`src/rtl/mac_ctrl_pkg.sv`:
```
// mac_ctrl_pkg: shared state encoding and default sizes for the MAC pipeline controller
package mac_ctrl_pkg;
  typedef enum logic [1:0] {IDLE, RUN, DRAIN, HOLD} state_e;
  localparam int DEF_STAGES = 4;
  localparam int DEF_CNT_W  = 8;
  localparam int BUBBLE_W   = 16;
endpackage

```
`src/rtl/mac_pipe_ctrl_if.sv`:
```
// mac_pipe_ctrl_if: control/handshake bundle of the MAC controller; MAC_CTRL_PERF_EN adds bubble_cnt
interface mac_pipe_ctrl_if import mac_ctrl_pkg::*; #(
  parameter int STAGES = DEF_STAGES,
  parameter int CNT_W  = DEF_CNT_W
);
  logic              start;
  logic [CNT_W-1:0]  len;
  logic              abort;
  logic              in_valid;
  logic              in_ready;
  logic [STAGES-1:0] stage_en;
  logic              acc_clear;
  logic              acc_en;
  logic              out_valid;
  logic              out_ready;
  logic              busy;
  logic              done;
`ifdef MAC_CTRL_PERF_EN
  logic [BUBBLE_W-1:0] bubble_cnt;
`endif
  modport slave (
    input  start, len, abort, in_valid, out_ready,
`ifdef MAC_CTRL_PERF_EN
    output bubble_cnt,
`endif
    output in_ready, stage_en, acc_clear, acc_en, out_valid, busy, done
  );
  modport master (
    output start, len, abort, in_valid, out_ready,
`ifdef MAC_CTRL_PERF_EN
    input  bubble_cnt,
`endif
    input  in_ready, stage_en, acc_clear, acc_en, out_valid, busy, done
  );
endinterface

```
`src/rtl/mac_valid_pipe.sv`:
```
// mac_valid_pipe: per-stage valid shift register driving stage enables and accumulator update
module mac_valid_pipe #(
  parameter int STAGES = 4
) (
  input  logic              clock,
  input  logic              resetn,
  input  logic              flush_i,
  input  logic              accept_i,
  output logic [STAGES-1:0] vld_o,
  output logic [STAGES-1:0] stage_en_o,
  output logic              acc_en_o
);
  logic [STAGES-1:0] vld_q, vld_d;
  assign stage_en_o = {vld_q[STAGES-2:0], accept_i};
  assign vld_d      = flush_i ? '0 : stage_en_o;
  assign vld_o      = vld_q;
  assign acc_en_o   = vld_q[STAGES-1];
  always_ff @(posedge clock or negedge resetn) begin
    if (!resetn) vld_q <= '0;
    else         vld_q <= vld_d;
  end
endmodule

```
`src/rtl/mac_pipe_ctrl.sv`:
```
// mac_pipe_ctrl: run sequencer for the FP MAC pipeline; MAC_CTRL_PERF_EN adds a saturating bubble counter
module mac_pipe_ctrl import mac_ctrl_pkg::*; #(
  parameter int STAGES = DEF_STAGES,
  parameter int CNT_W  = DEF_CNT_W
) (
  input logic            clock,
  input logic            resetn,
  mac_pipe_ctrl_if.slave bus
);
  state_e            state_q, state_d;
  logic [CNT_W-1:0]  left_q, left_d;
  logic              first_q, first_d, done_q, done_d;
  logic              accept, go;
  logic [STAGES-1:0] vld;
  assign go            = state_q == IDLE && bus.start && bus.len != '0 && !bus.abort;
  assign bus.in_ready  = state_q == RUN && left_q != '0;
  assign accept        = bus.in_valid && bus.in_ready;
  assign bus.acc_clear = state_q == RUN && first_q;
  assign bus.out_valid = state_q == HOLD;
  assign bus.busy      = state_q != IDLE;
  assign bus.done      = done_q;
  mac_valid_pipe #(.STAGES(STAGES)) u_vld (
    .clock      (clock),
    .resetn     (resetn),
    .flush_i    (bus.abort),
    .accept_i   (accept),
    .vld_o      (vld),
    .stage_en_o (bus.stage_en),
    .acc_en_o   (bus.acc_en)
  );
  always_comb begin
    state_d = state_q;
    left_d  = left_q;
    first_d = 1'b0;
    done_d  = 1'b0;
    unique case (state_q)
      IDLE: if (go) begin
        state_d = RUN;
        left_d  = bus.len;
        first_d = 1'b1;
      end
      RUN: if (accept) begin
        left_d  = left_q - 1'b1;
        state_d = left_q == CNT_W'(1) ? DRAIN : RUN;
      end
      // leave once the pipe empties on the next edge, so HOLD follows the last acc_en
      DRAIN: state_d = ~|(vld << 1) ? HOLD : DRAIN;
      HOLD: if (bus.out_ready) begin
        state_d = IDLE;
        done_d  = 1'b1;
      end
      default: state_d = IDLE;
    endcase
    if (bus.abort) begin
      state_d = IDLE;
      left_d  = '0;
      first_d = 1'b0;
      done_d  = 1'b0;
    end
  end
  always_ff @(posedge clock or negedge resetn) begin
    if (!resetn) begin
      state_q <= IDLE;
      left_q  <= '0;
      first_q <= 1'b0;
      done_q  <= 1'b0;
    end else begin
      state_q <= state_d;
      left_q  <= left_d;
      first_q <= first_d;
      done_q  <= done_d;
    end
  end
`ifdef MAC_CTRL_PERF_EN
  logic [BUBBLE_W-1:0] bubble_q, bubble_d;
  assign bubble_d = go ? '0
                  : (state_q == RUN && bus.in_ready && !bus.in_valid && !bus.abort && ~&bubble_q)
                    ? bubble_q + 1'b1 : bubble_q;
  assign bus.bubble_cnt = bubble_q;
  always_ff @(posedge clock or negedge resetn) begin
    if (!resetn) bubble_q <= '0;
    else         bubble_q <= bubble_d;
  end
`endif
endmodule

```
`src/flat_wrapper.sv`:
```
// flat-port wrapper written by rule: the top's interface ports become plain ports
module mac_pipe_ctrl_flat import mac_ctrl_pkg::*;
#(
  parameter int STAGES = DEF_STAGES,
  parameter int CNT_W  = DEF_CNT_W
)
  (clock, resetn, bus_start, bus_len, bus_abort, bus_in_valid, bus_out_ready, bus_in_ready, bus_stage_en, bus_acc_clear, bus_acc_en, bus_out_valid, bus_busy, bus_done);
  mac_pipe_ctrl_if #(.STAGES(STAGES), .CNT_W(CNT_W)) bus_i ();
  input logic clock;
  input logic resetn;
  input wire logic [$bits(bus_i.start)-1:0] bus_start;
  input wire logic [$bits(bus_i.len)-1:0] bus_len;
  input wire logic [$bits(bus_i.abort)-1:0] bus_abort;
  input wire logic [$bits(bus_i.in_valid)-1:0] bus_in_valid;
  input wire logic [$bits(bus_i.out_ready)-1:0] bus_out_ready;
  output wire logic [$bits(bus_i.in_ready)-1:0] bus_in_ready;
  output wire logic [$bits(bus_i.stage_en)-1:0] bus_stage_en;
  output wire logic [$bits(bus_i.acc_clear)-1:0] bus_acc_clear;
  output wire logic [$bits(bus_i.acc_en)-1:0] bus_acc_en;
  output wire logic [$bits(bus_i.out_valid)-1:0] bus_out_valid;
  output wire logic [$bits(bus_i.busy)-1:0] bus_busy;
  output wire logic [$bits(bus_i.done)-1:0] bus_done;
  assign bus_i.start = bus_start;
  assign bus_i.len = bus_len;
  assign bus_i.abort = bus_abort;
  assign bus_i.in_valid = bus_in_valid;
  assign bus_i.out_ready = bus_out_ready;
  assign bus_in_ready = bus_i.in_ready;
  assign bus_stage_en = bus_i.stage_en;
  assign bus_acc_clear = bus_i.acc_clear;
  assign bus_acc_en = bus_i.acc_en;
  assign bus_out_valid = bus_i.out_valid;
  assign bus_busy = bus_i.busy;
  assign bus_done = bus_i.done;
  mac_pipe_ctrl #(.STAGES(STAGES), .CNT_W(CNT_W)) u_core (.clock(clock), .resetn(resetn), .bus(bus_i));
endmodule
```
`config.mk`:
```
export PLATFORM = sky130hd
export DESIGN_NAME = mac_pipe_ctrl_flat
export DESIGN_NICKNAME = d
export VERILOG_FILES = /design/src/rtl/mac_ctrl_pkg.sv /design/src/rtl/mac_pipe_ctrl_if.sv /design/src/rtl/mac_valid_pipe.sv /design/src/rtl/mac_pipe_ctrl.sv /design/src/flat_wrapper.sv
export SDC_FILE = /design/constraint.sdc
export NUM_CORES = 1
export LEC_CHECK = 0
export ABC_AREA = 1
export BUFFER_PORTS_ARGS = -buffer_cell sky130_fd_sc_hd__buf_2
export CORE_UTILIZATION = 53
export DETAILED_ROUTE_END_ITERATION = 7
export GPL_ROUTABILITY_DRIVEN = 1
export PLACE_DENSITY = 0.78
export SLEW_MARGIN = 30
export SYNTH_ARGS = -nofsm -noshare
export SYNTH_HDL_FRONTEND = slang
export SYNTH_HIERARCHICAL = 1
export SYNTH_SLANG_ARGS = --single-unit
```
`constraint.sdc`:
```
create_clock -name clock -period 1.51 [get_ports clock]
set_input_delay 0.0755 -clock clock [delete_from_list [all_inputs] [get_ports clock]]
set_output_delay 0.0755 -clock clock [all_outputs]
set_load 0.005 [all_outputs]
```
==> impl_metrics.env <==
export IMPL_status="finished, final reports clean"
export IMPL_timing_slew_headroom_pct=75.1
export IMPL_cell_family_contributing_the_most_delay_on_the_critical_path="flip-flops"
export IMPL_fp_dieW_um=48.5
export IMPL_leakagePower_nw=0.795
export IMPL_vias=1165
export IMPL_grt_antenna_before_repair=0
export IMPL_cp_slowest_stage_delay_ns=0.43
export IMPL_antenna_violating_nets_remaining=0
export IMPL_largest_net_degree_at_the_start_of_global_routing=17
export IMPL_max_transition_viols_final=0
export IMPL_place_port_buffers=23
export IMPL_cp_buffers_inverters=3
export IMPL_grt_total_usage_pct=24.3
export IMPL_critPathMaxFanout=4
export IMPL_cpMaxStageDelayCell="sky130_fd_sc_hd__dfrtp_1"
export IMPL_period_minus_slack_ns=1.47
export IMPL_final_nets=217
export IMPL_endpoint_kind="primary output"
export IMPL_setup_viol_count_final=0
export IMPL_route_final_wire_length_mm=2.69
export IMPL_place_congestion=0.897
export IMPL_critical_path_top_cell_by_count="sky130_fd_sc_hd__nand2_2"
export IMPL_grt_overflow=0
export IMPL_crit_path_cells="nor2_2 > nand2_2 > inv_1 > nand2_2 > nand3_2 > inv_2 > buf_2"
export IMPL_peakVddDrop_mv=1.01
export IMPL_yosysWarningCount=6
export IMPL_skew_ns=0.00249
export IMPL_required_ns=1.43
export IMPL_vias_per_cell=5.15
export IMPL_mappedNetlistArea_sq_um=1140
export IMPL_clock_sink_count=16
export IMPL_wire_length_of_the_first_global_routing_pass_mm=4.51
export IMPL_drt_iter0_markers=33
export IMPL_initial_utilization_pct=57.1
export IMPL_timing_hold_worst_class="in -> reg"
export IMPL_ioPinCount=24
export IMPL_drt_wirelength_per_cell_um=11.9
export IMPL_syn_inst=168
export IMPL_timing_hold_violations_final=0
export IMPL_cts_reportedPaths_clkPinSlew_ns=0.10
export IMPL_grt_pass1_vias=1054
export IMPL_final_cells=226
export IMPL_diodes=0
export IMPL_coreArea_sq_um=2000
export IMPL_worstSetupPathType="reg -> out"
export IMPL_final_util_pct=69.6
export IMPL_drv_cap=0
export IMPL_htree_num_levels=1
export IMPL_layout_worst_path_cycle_share_pct=97.0
export IMPL_clockBufferDepth=2
export IMPL_number_of_fill_cells_in_the_layout=169
export IMPL_worst_ep_arrival_time_ns=1.39
export IMPL_synth_fp_nets=185
export IMPL_synth_avg_cell_area_sq_um=6.81
export IMPL_post_route_cells_drive_above_1_share_pct=31.2
export IMPL_route_detailed_drc=0
export IMPL_clock_fmax_mhz=682
export IMPL_crit_path_start_kind="register"
export IMPL_dp_hpwl_mm=1.96
export IMPL_dr_pass1_iters=4
export IMPL_design_area_sq_um=1390
export IMPL_cts_made_buffers=3
export IMPL_ctsRootBufferMaster="sky130_fd_sc_hd__clkbuf_4"
export IMPL_tightest_pin_transition_ns=0.373
export IMPL_clock_tree_from_tritoncts="yes"
export IMPL_placement_rows=16
export IMPL_postPlaceCellArea_sq_um=1270
export IMPL_die_height_um=48.5
export IMPL_area_delta_synth_final_pct=21.8
export IMPL_placed_cells_incl_taps=218
export IMPL_die_area_sq_um=2350
export IMPL_clk_latency_ns=0.29
export IMPL_p_per_area_nw_per_um2=1660
export IMPL_setup_repair_after_global_routing_missed_its_margin="true"
[where the power goes]
| group | internal, W | switching (W) | total [W] |
|---|---|---|---|
| logic | 0.000549 | 0.000777 | 0.00133 |
| clock network | 0.000147 | 0.000143 | 0.000290 |
| registers | 0.000553 | 0.000137 | 0.000690 |
[through the flow]
stage / setup TNS, ns / total power [W] / setup WS, ns / hold WS (ns)
6_report: 0 / 0.00231 / 0.0447 / 0.0551
5_1_grt: -0.234 / 0.00249 / -0.0469 / 0.0661
4_1_cts: 0 / 0.00216 / 0.0342 / 0.0102
3_5_place_dp: 0 / 0.00184 / 0.0520 / 0.0159
3_3_place_gp: 0 / 0.00179 / 0.123 / 0.00545
2_1_floorplan: 0 / 0.00156 / 0.157 / -0.220
[registers in the layout (all words and copies together) (netlist names)]
name                flops
u_core/bus.done         1
u_core/first_q          1
u_core/left_q           8
u_core/state_q          2
u_core/u_vld/vld_o      4
[worst reg2reg max path: cells and delay by family, from the launching register on]
family / cells / cell delay [ns]
compound gates: 1 / 0.09
simple gates: 7 / 0.78
flops: 1 / 0.45
[cell type report]
class / count / area [sq um] / area share [%]
Clock buffer: 4 / 36.3 / 2.61
Inverter: 24 / 90.1 / 6.47
Multi-Input combinational cell: 121 / 627 / 45.0
Sequential cell: 16 / 402 / 28.8
Tap cell: 27 / 33.8 / 2.43
Timing Repair Buffer: 34 / 204 / 14.6
[final timing paths]
path                                            startpoint                               to  slack [ns]  cells after the start
min reg2reg                u_core/u_vld/vld_o[0]$_DFF_PN0_  u_core/u_vld/vld_o[1]$_DFF_PN0_        0.51                      2
min                                          bus_out_ready        u_core/bus.done$_DFF_PN0_        0.06                      3
max reg2reg                   u_core/left_q[3]$_DFFE_PN0P_    u_core/state_q[0]$_DFFE_PN0P_        0.09                      8
max in group asynchronous                           resetn    u_core/state_q[1]$_DFFE_PN0P_        1.00                      2
min in group asynchronous                           resetn        u_core/bus.done$_DFF_PN0_        0.22                      2
max                           u_core/left_q[5]$_DFFE_PN0P_                  bus_stage_en[0]        0.04                      7
[metal layers]
metal | share of wire, % | up-vias | wire (um) | track usage (%)
li1 | - | 582 | - | -
met1 | 44 | 538 | 1170 | 30.9
met2 | 49 | 38 | 1310 | 43.0
met3 | 5.2 | 7 | 140 | 1.89
met4 | 2.3 | 0 | 62 | 9.31
met5 | 0 | - | 0 | 0
[layout by cell type (no fill, tap or decap), types with 2 or more instances in the layout]
master                      n
sky130_fd_sc_hd__nand2_1   44
sky130_fd_sc_hd__nor2_1    25
sky130_fd_sc_hd__buf_2     23
sky130_fd_sc_hd__inv_1     20
sky130_fd_sc_hd__nand3_1   15
sky130_fd_sc_hd__dfrtp_1   15
sky130_fd_sc_hd__buf_4      9
sky130_fd_sc_hd__nor2_2     6
sky130_fd_sc_hd__o21ai_0    6
sky130_fd_sc_hd__inv_2      4
sky130_fd_sc_hd__clkbuf_4   3
sky130_fd_sc_hd__nand3_2    3
sky130_fd_sc_hd__ha_1       3
sky130_fd_sc_hd__nor2_4     2
sky130_fd_sc_hd__nand2_2    2
sky130_fd_sc_hd__or2_0      2
sky130_fd_sc_hd__or2_2      2
sky130_fd_sc_hd__a21oi_1    2
sky130_fd_sc_hd__a211oi_2   2
[what timing repair did]
action                     CTS  global route
hold endpoints to repair    16             0
hold buffers                 1             0
gates resized for setup      0            16
setup endpoints to repair    1            13
buffers inserted             1             2
pin swaps                    0             2
Power figures use the tool's default switching activity.
